$ cat config.mk
export PLATFORM = sky130hd
export DESIGN_NAME = ex_stage
export DESIGN_NICKNAME = d
export VERILOG_FILES = /design/src/rtl/ex_pkg.sv /design/src/rtl/ex_mul_iter.sv /design/src/rtl/ex_stage.sv
export SDC_FILE = /design/constraint.sdc
export NUM_CORES = 1
export LEC_CHECK = 0
export BUFFER_PORTS_ARGS = -buffer_cell sky130_fd_sc_hd__buf_2
export CAP_MARGIN = 20
export CORE_MARGIN = 5
export CORE_UTILIZATION = 61
export DETAILED_ROUTE_END_ITERATION = 7
export PLACE_DENSITY = 0.93
export RECOVER_POWER = 25
export SETUP_SLACK_MARGIN = 0.05
export SLEW_MARGIN = 0
export SYNTH_ARGS = -nofsm -noshare
export SYNTH_HDL_FRONTEND = slang
export SYNTH_HIERARCHICAL = 1
export SYNTH_SLANG_ARGS = --single-unit
$ cat constraint.sdc
create_clock -name clk -period 6.9 [get_ports clk]
set_input_delay 0.345 -clock clk [delete_from_list [all_inputs] [get_ports clk]]
set_output_delay 0.345 -clock clk [all_outputs]
set_load 0.1 [all_outputs]
$ cat src/rtl/ex_pkg.sv
// Shared encodings for the execute stage: ALU operation classes, R-type funct
// codes and the multiply sequencing states.
package ex_pkg;
  localparam logic [1:0] ALUOP_ADD   = 2'b00;
  localparam logic [1:0] ALUOP_SUB   = 2'b01;
  localparam logic [1:0] ALUOP_FUNCT = 2'b10;
  localparam logic [1:0] ALUOP_ADDI  = 2'b11;

  localparam logic [5:0] FN_ADD  = 6'h20;
  localparam logic [5:0] FN_SUB  = 6'h22;
  localparam logic [5:0] FN_AND  = 6'h24;
  localparam logic [5:0] FN_OR   = 6'h25;
  localparam logic [5:0] FN_SLT  = 6'h2A;
  localparam logic [5:0] FN_MULT = 6'h18;

  typedef enum logic [1:0] {IDLE, MUL_RUN, MUL_DONE} ex_state_e;
endpackage

$ cat src/rtl/ex_mul_iter.sv
// Iterative shift-add multiplier: low 32 bits of an unsigned 32x32 product,
// one multiplier bit consumed per clock after i_start.
module ex_mul_iter (
  input  logic        clk,
  input  logic        reset,
  input  logic        i_start,
  input  logic [31:0] i_a,
  input  logic [31:0] i_b,
  output logic        o_done,
  output logic [31:0] o_product
);
  logic [31:0] r_a, r_b, r_acc;
  logic [4:0]  r_cnt;
  logic        r_run;

  always_ff @(posedge clk or posedge reset) begin
    if (reset) begin
      r_a   <= '0;
      r_b   <= '0;
      r_acc <= '0;
      r_cnt <= '0;
      r_run <= 1'b0;
    end else if (i_start) begin
      r_a   <= i_a;
      r_b   <= i_b;
      r_acc <= '0;
      r_cnt <= '0;
      r_run <= 1'b1;
    end else if (r_run) begin
      if (r_b[0]) r_acc <= r_acc + r_a;
      r_a   <= r_a << 1;
      r_b   <= r_b >> 1;
      r_cnt <= r_cnt + 5'd1;
      if (r_cnt == 5'd31) r_run <= 1'b0;
    end
  end

  // High during the cycle whose closing edge performs the 32nd iteration
  assign o_done    = r_run && (r_cnt == 5'd31);
  assign o_product = r_acc;
endmodule

$ cat src/rtl/ex_stage.sv
// Execute stage: ALU, branch target, destination select, multiply sequencing
// and the EX/MEM pipeline register.
module ex_stage
  import ex_pkg::*;
(
  input  logic        clk,
  input  logic        reset,
  input  logic        wb_RegWrite,
  input  logic        wb_MemToReg,
  input  logic        mem_MemRead,
  input  logic        mem_MemWrite,
  input  logic        ex_RegDst,
  input  logic        ex_AluSrc,
  input  logic        ex_branch,
  input  logic [1:0]  ex_AluOp,
  input  logic [31:0] pc4,
  input  logic [31:0] read_data1,
  input  logic [31:0] read_data2,
  input  logic [15:0] immediate,
  input  logic [4:0]  rt,
  input  logic [4:0]  rd,
  output logic        wb_RegWrite_out,
  output logic        wb_MemToReg_out,
  output logic        mem_MemRead_out,
  output logic        mem_MemWrite_out,
  output logic        mem_branch_out,
  output logic [31:0] branch_target_out,
  output logic        zero_out,
  output logic [31:0] alu_result_out,
  output logic [31:0] write_data_out,
  output logic [4:0]  dest_reg_out,
  output logic        ex_busy
);
  ex_state_e   r_state, w_next;
  logic [31:0] w_imm_sext, w_opb, w_alu, w_result, w_product;
  logic [5:0]  w_funct;
  logic        w_is_mul, w_busy, w_start, w_load, w_mul_done;

  assign w_imm_sext = {{16{immediate[15]}}, immediate};
  assign w_opb      = ex_AluSrc ? w_imm_sext : read_data2;
  assign w_funct    = immediate[5:0];
  assign w_is_mul   = (ex_AluOp == ALUOP_FUNCT) && (w_funct == FN_MULT);

  always_comb begin
    w_alu = '0;
    case (ex_AluOp)
      ALUOP_ADD, ALUOP_ADDI: w_alu = read_data1 + w_opb;
      ALUOP_SUB:             w_alu = read_data1 - w_opb;
      default: begin
        case (w_funct)
          FN_ADD:  w_alu = read_data1 + w_opb;
          FN_SUB:  w_alu = read_data1 - w_opb;
          FN_AND:  w_alu = read_data1 & w_opb;
          FN_OR:   w_alu = read_data1 | w_opb;
          FN_SLT:  w_alu = {31'd0, $signed(read_data1) < $signed(w_opb)};
          default: w_alu = '0;
        endcase
      end
    endcase
  end

  ex_mul_iter u_mul (
    .clk       (clk),
    .reset     (reset),
    .i_start   (w_start),
    .i_a       (read_data1),
    .i_b       (w_opb),
    .o_done    (w_mul_done),
    .o_product (w_product)
  );

  always_ff @(posedge clk or posedge reset) begin
    if (reset) r_state <= IDLE;
    else       r_state <= w_next;
  end

  always_comb begin
    w_next = r_state;
    case (r_state)
      IDLE:     if (w_is_mul) w_next = MUL_RUN;
      MUL_RUN:  if (w_mul_done) w_next = MUL_DONE;
      MUL_DONE: w_next = IDLE;
      default:  w_next = IDLE;
    endcase
  end

  always_comb begin
    w_busy  = 1'b0;
    w_start = 1'b0;
    w_load  = 1'b0;
    case (r_state)
      IDLE: begin
        if (w_is_mul) begin
          w_busy  = 1'b1;
          w_start = 1'b1;
        end else begin
          w_load = 1'b1;
        end
      end
      MUL_RUN:  w_busy = 1'b1;
      MUL_DONE: w_load = 1'b1;
      default:  w_load = 1'b0;
    endcase
  end

  // Upstream may still present a mult while reset is held; keep the stall low
  assign ex_busy  = w_busy & ~reset;
  assign w_result = (r_state == MUL_DONE) ? w_product : w_alu;

  // EX/MEM register; non-load cycles insert a bubble (controls cleared, data held)
  always_ff @(posedge clk or posedge reset) begin
    if (reset) begin
      wb_RegWrite_out   <= 1'b0;
      wb_MemToReg_out   <= 1'b0;
      mem_MemRead_out   <= 1'b0;
      mem_MemWrite_out  <= 1'b0;
      mem_branch_out    <= 1'b0;
      branch_target_out <= '0;
      zero_out          <= 1'b0;
      alu_result_out    <= '0;
      write_data_out    <= '0;
      dest_reg_out      <= '0;
    end else if (w_load) begin
      wb_RegWrite_out   <= wb_RegWrite;
      wb_MemToReg_out   <= wb_MemToReg;
      mem_MemRead_out   <= mem_MemRead;
      mem_MemWrite_out  <= mem_MemWrite;
      mem_branch_out    <= ex_branch;
      branch_target_out <= pc4 + {w_imm_sext[29:0], 2'b00};
      zero_out          <= (w_result == 32'd0);
      alu_result_out    <= w_result;
      write_data_out    <= read_data2;
      dest_reg_out      <= ex_RegDst ? rd : rt;
    end else begin
      wb_RegWrite_out   <= 1'b0;
      wb_MemToReg_out   <= 1'b0;
      mem_MemRead_out   <= 1'b0;
      mem_MemWrite_out  <= 1'b0;
      mem_branch_out    <= 1'b0;
    end
  end
endmodule

==> flow_metrics.tcl <==
set metrics [dict create \
    status "finished with violations" \
    violations "capacitance limit, slew limit" \
    setup_tns_ps 0 \
    netlist_top_cells_count "nand2_1 (372), dfrtp_1 (211), o21ai_0 (206)" \
    worstHoldStart "read_data2[28]" \
    fp.dieH_um 184 \
    drive_gt1_frac 0.154 \
    wl_per_cell_um 24.2 \
    async_flop_share 1.00 \
    area_delta_synth_final_pct 11.8 \
    arrival_ps 5530 \
    yosys.area.top_type "dfrtp_1" \
    clk_latency_ps 550 \
    io_buffers 240 \
    die_w_um 184 \
    rows 63 \
    final_max_slew_viol_count 50 \
    fin_cells 2854 \
    routed_wl_um 69000 \
    yosys_warnings 6 \
    postCtsResizedCells 0 \
    post-dp-hpwl_um 52100 \
    cts_tree "built" \
    synth-seq-cells 211 \
    grt_antenna_before_repair 1 \
    rsz0062_at_grt "no" \
    p_leak_nw 9.13 \
    clkSlewWorstSetupHoldPaths_ps 70 \
    p_per_area_mw_per_mm2 378 \
    drc 0 \
    fin_crit_ps 5100 \
    critPathKind "reg2reg" \
    placed_cells 2808 \
    maxCapViolCount 1 \
    yosys.cell_count.top_type "nand2_1" \
    design_area_mm2 0.0206 \
    cts_buffers 24 \
    cts_max_level 1 \
    r2r-start "r_state[0]" \
    crit_path_top_delay_cell "a21oi_1" \
    cts_root_buf "clkbuf_16" \
    coreArea_mm2 0.0297 \
    hold_viol 0 \
    cp.required_ps 7330 \
    grt_max_degree 90 \
    ys_top_cells_by_area "dfrtp_1 (29%), ha_1 (11%), nand2_1 (7.6%), o21ai_0 (5.6%), mux2i_1 (5.3%)" \
    fin_crit_sh 0.739 \
    die-area_mm2 0.0338 \
    startpoint "r_state[0]" \
    synth_top_area_share 0.286 \
    syn_nets 2578 \
    syn_avg_cell_area_um2 8.08 \
    slowest_delay_ps 1090 \
    nets 2744 \
    vias 19200 \
    synth_enable_flop_cells 0 \
    fin_skew_ps 35.5 \
    grtUsageTotal 0.390 \
    dr.pass1.iters 6 \
    netlist_area_mm2 0.0184 \
    path_cells "nand2b_1, and4_1, buf_4, a21oi_1, o221ai_1, a21oi_1, o211a_1, nand4_1, nor4_1, and4_1, nand2_1, o31ai_2" \
    viasPerCell 6.74 \
    endpoint_kind "register" \
    cts_buffer_depth 3 \
    path_max_fanout 20 \
    cts_setup_buffers 0 \
    synthFlopType "dfrtp_1" \
    fmax_ghz 0.196 \
    syn_inst 2281 \
    post_dp_cell_area_mm2 0.0198 \
    overflow 0 \
    vdd_drop_max_mv 0.459 \
    whs_ps 9.97 \
    grt_pass1_wl_um 104000 \
    start_util 0.620 \
    yosysUniqueCellTypes 110 \
    postCtsHoldBufs 1 \
    grt_pass1_vias 18100 \
    antenna_left 0 \
    worst_setup_path_start_kind "register" \
    first_iter_violations 2269 \
    tightest_slew_ps 2170 \
    slew_headroom -0.452 \
    clock_sinks 211 \
    gp_congestion 1.03 \
    setup_viol_count_final 0 \
    hp-class "in2reg" \
    seq_area_frac_synth 0.286 \
    ios 241 \
    final_util 0.693 \
]
## cell families after synthesis
family	synth area share
adder cells (fa/ha/maj)	0.113
flip-flops	0.286
AND/OR/NAND/NOR	0.197
XOR/XNOR	0.0318
AO/OA/AOI/OAI	0.264
multiplexers	0.0547
buffers and inverters	0.0530
## stage by stage
step,power [mW],worst slack [ps]
floorplan,5.40,2550
global placement,6.20,1630
global route,8.18,1660
finish,7.79,1800
detailed placement,6.39,1530
CTS,7.67,2030
## cell type report
cell class	instances	area [um^2]
multi-input cells	1827	12200
fillers	2372	9110
flip-flops and latches	211	5280
repair buffers	262	1400
clock buffers	34	678
well taps	390	488
inverters	121	457
clock inverters	7	77.6
diodes	2	5.00
## power by group
group | total (mW) | switching, mW | internal, mW
clock | 1.24 | 0.520 | 0.720
sequential | 2.03 | 0.379 | 1.66
combinational | 4.52 | 3.17 | 1.35
## metal layers
| metal | vias up | GRT usage | routed length (um) |
|---|---|---|---|
| met4 | 0 | 0.142 | 2940 |
| met2 | 1284 | 0.592 | 29600 |
| met3 | 193 | 0.102 | 9230 |
| li1 | 8532 | - | - |
| met5 | - | 0 | 0 |
| met1 | 9228 | 0.541 | 27300 |
## path summary, 6_finish.rpt
path | to | slack (ps) | cells past startpoint
setup / recovery | zero_out | 1800 | 12
min in group asynchronous | u_mul/r_b[4] | 620 | 3
setup reg to reg | zero_out | 1800 | 12
hold reg to reg | write_data_out[5] | 470 | 2
hold / removal | write_data_out[28] | 10 | 3
max in group asynchronous | write_data_out[31] | 4250 | 4
## cell usage in the layout (no fill, tap or decap), types with 10 or more instances in the layout
| cell | n |
|---|---|
| o21a_1 | 12 |
| dfrtp_1 | 210 |
| nor2b_1 | 19 |
| nand2b_1 | 30 |
| nor4_1 | 21 |
| nand4_1 | 20 |
| ha_1 | 160 |
| and2_1 | 20 |
| or3_1 | 10 |
| xnor2_1 | 47 |
| o211ai_1 | 27 |
| a31oi_1 | 21 |
| buf_4 | 18 |
| inv_1 | 116 |
| clkbuf_16 | 24 |
| a211oi_1 | 29 |
| o221ai_1 | 10 |
| and3_1 | 15 |
| a221oi_1 | 13 |
| a21o_1 | 43 |
| nand3_1 | 27 |
| xor2_1 | 20 |
| a21oi_1 | 176 |
| nor3_1 | 37 |
| o31ai_1 | 10 |
| nand2_1 | 372 |
| nor2_1 | 145 |
| o21ai_0 | 206 |
| o21bai_1 | 11 |
| buf_2 | 239 |
| mux2i_1 | 97 |
## worst max-delay path: cells and delay by family, from the launching register on
kind            cells  cell delay, ps
simple gates        6            1960
flops               1             510
compound gates      5            2210
buf+inv             1             260
## registers in the layout (all words and copies together), names as in the netlist
register and cells:
u_mul/r_b 32, wb_MemToReg_out 1, r_state 2, write_data_out 32, branch_target_out 32, u_mul/r_run 1
wb_RegWrite_out 1, mem_branch_out 1, zero_out 1, mem_MemWrite_out 1, mem_MemRead_out 1, u_mul/r_a 32
u_mul/o_product 32, u_mul/r_cnt 5, alu_result_out 32, dest_reg_out 5
Power figures use the tool's default switching activity.
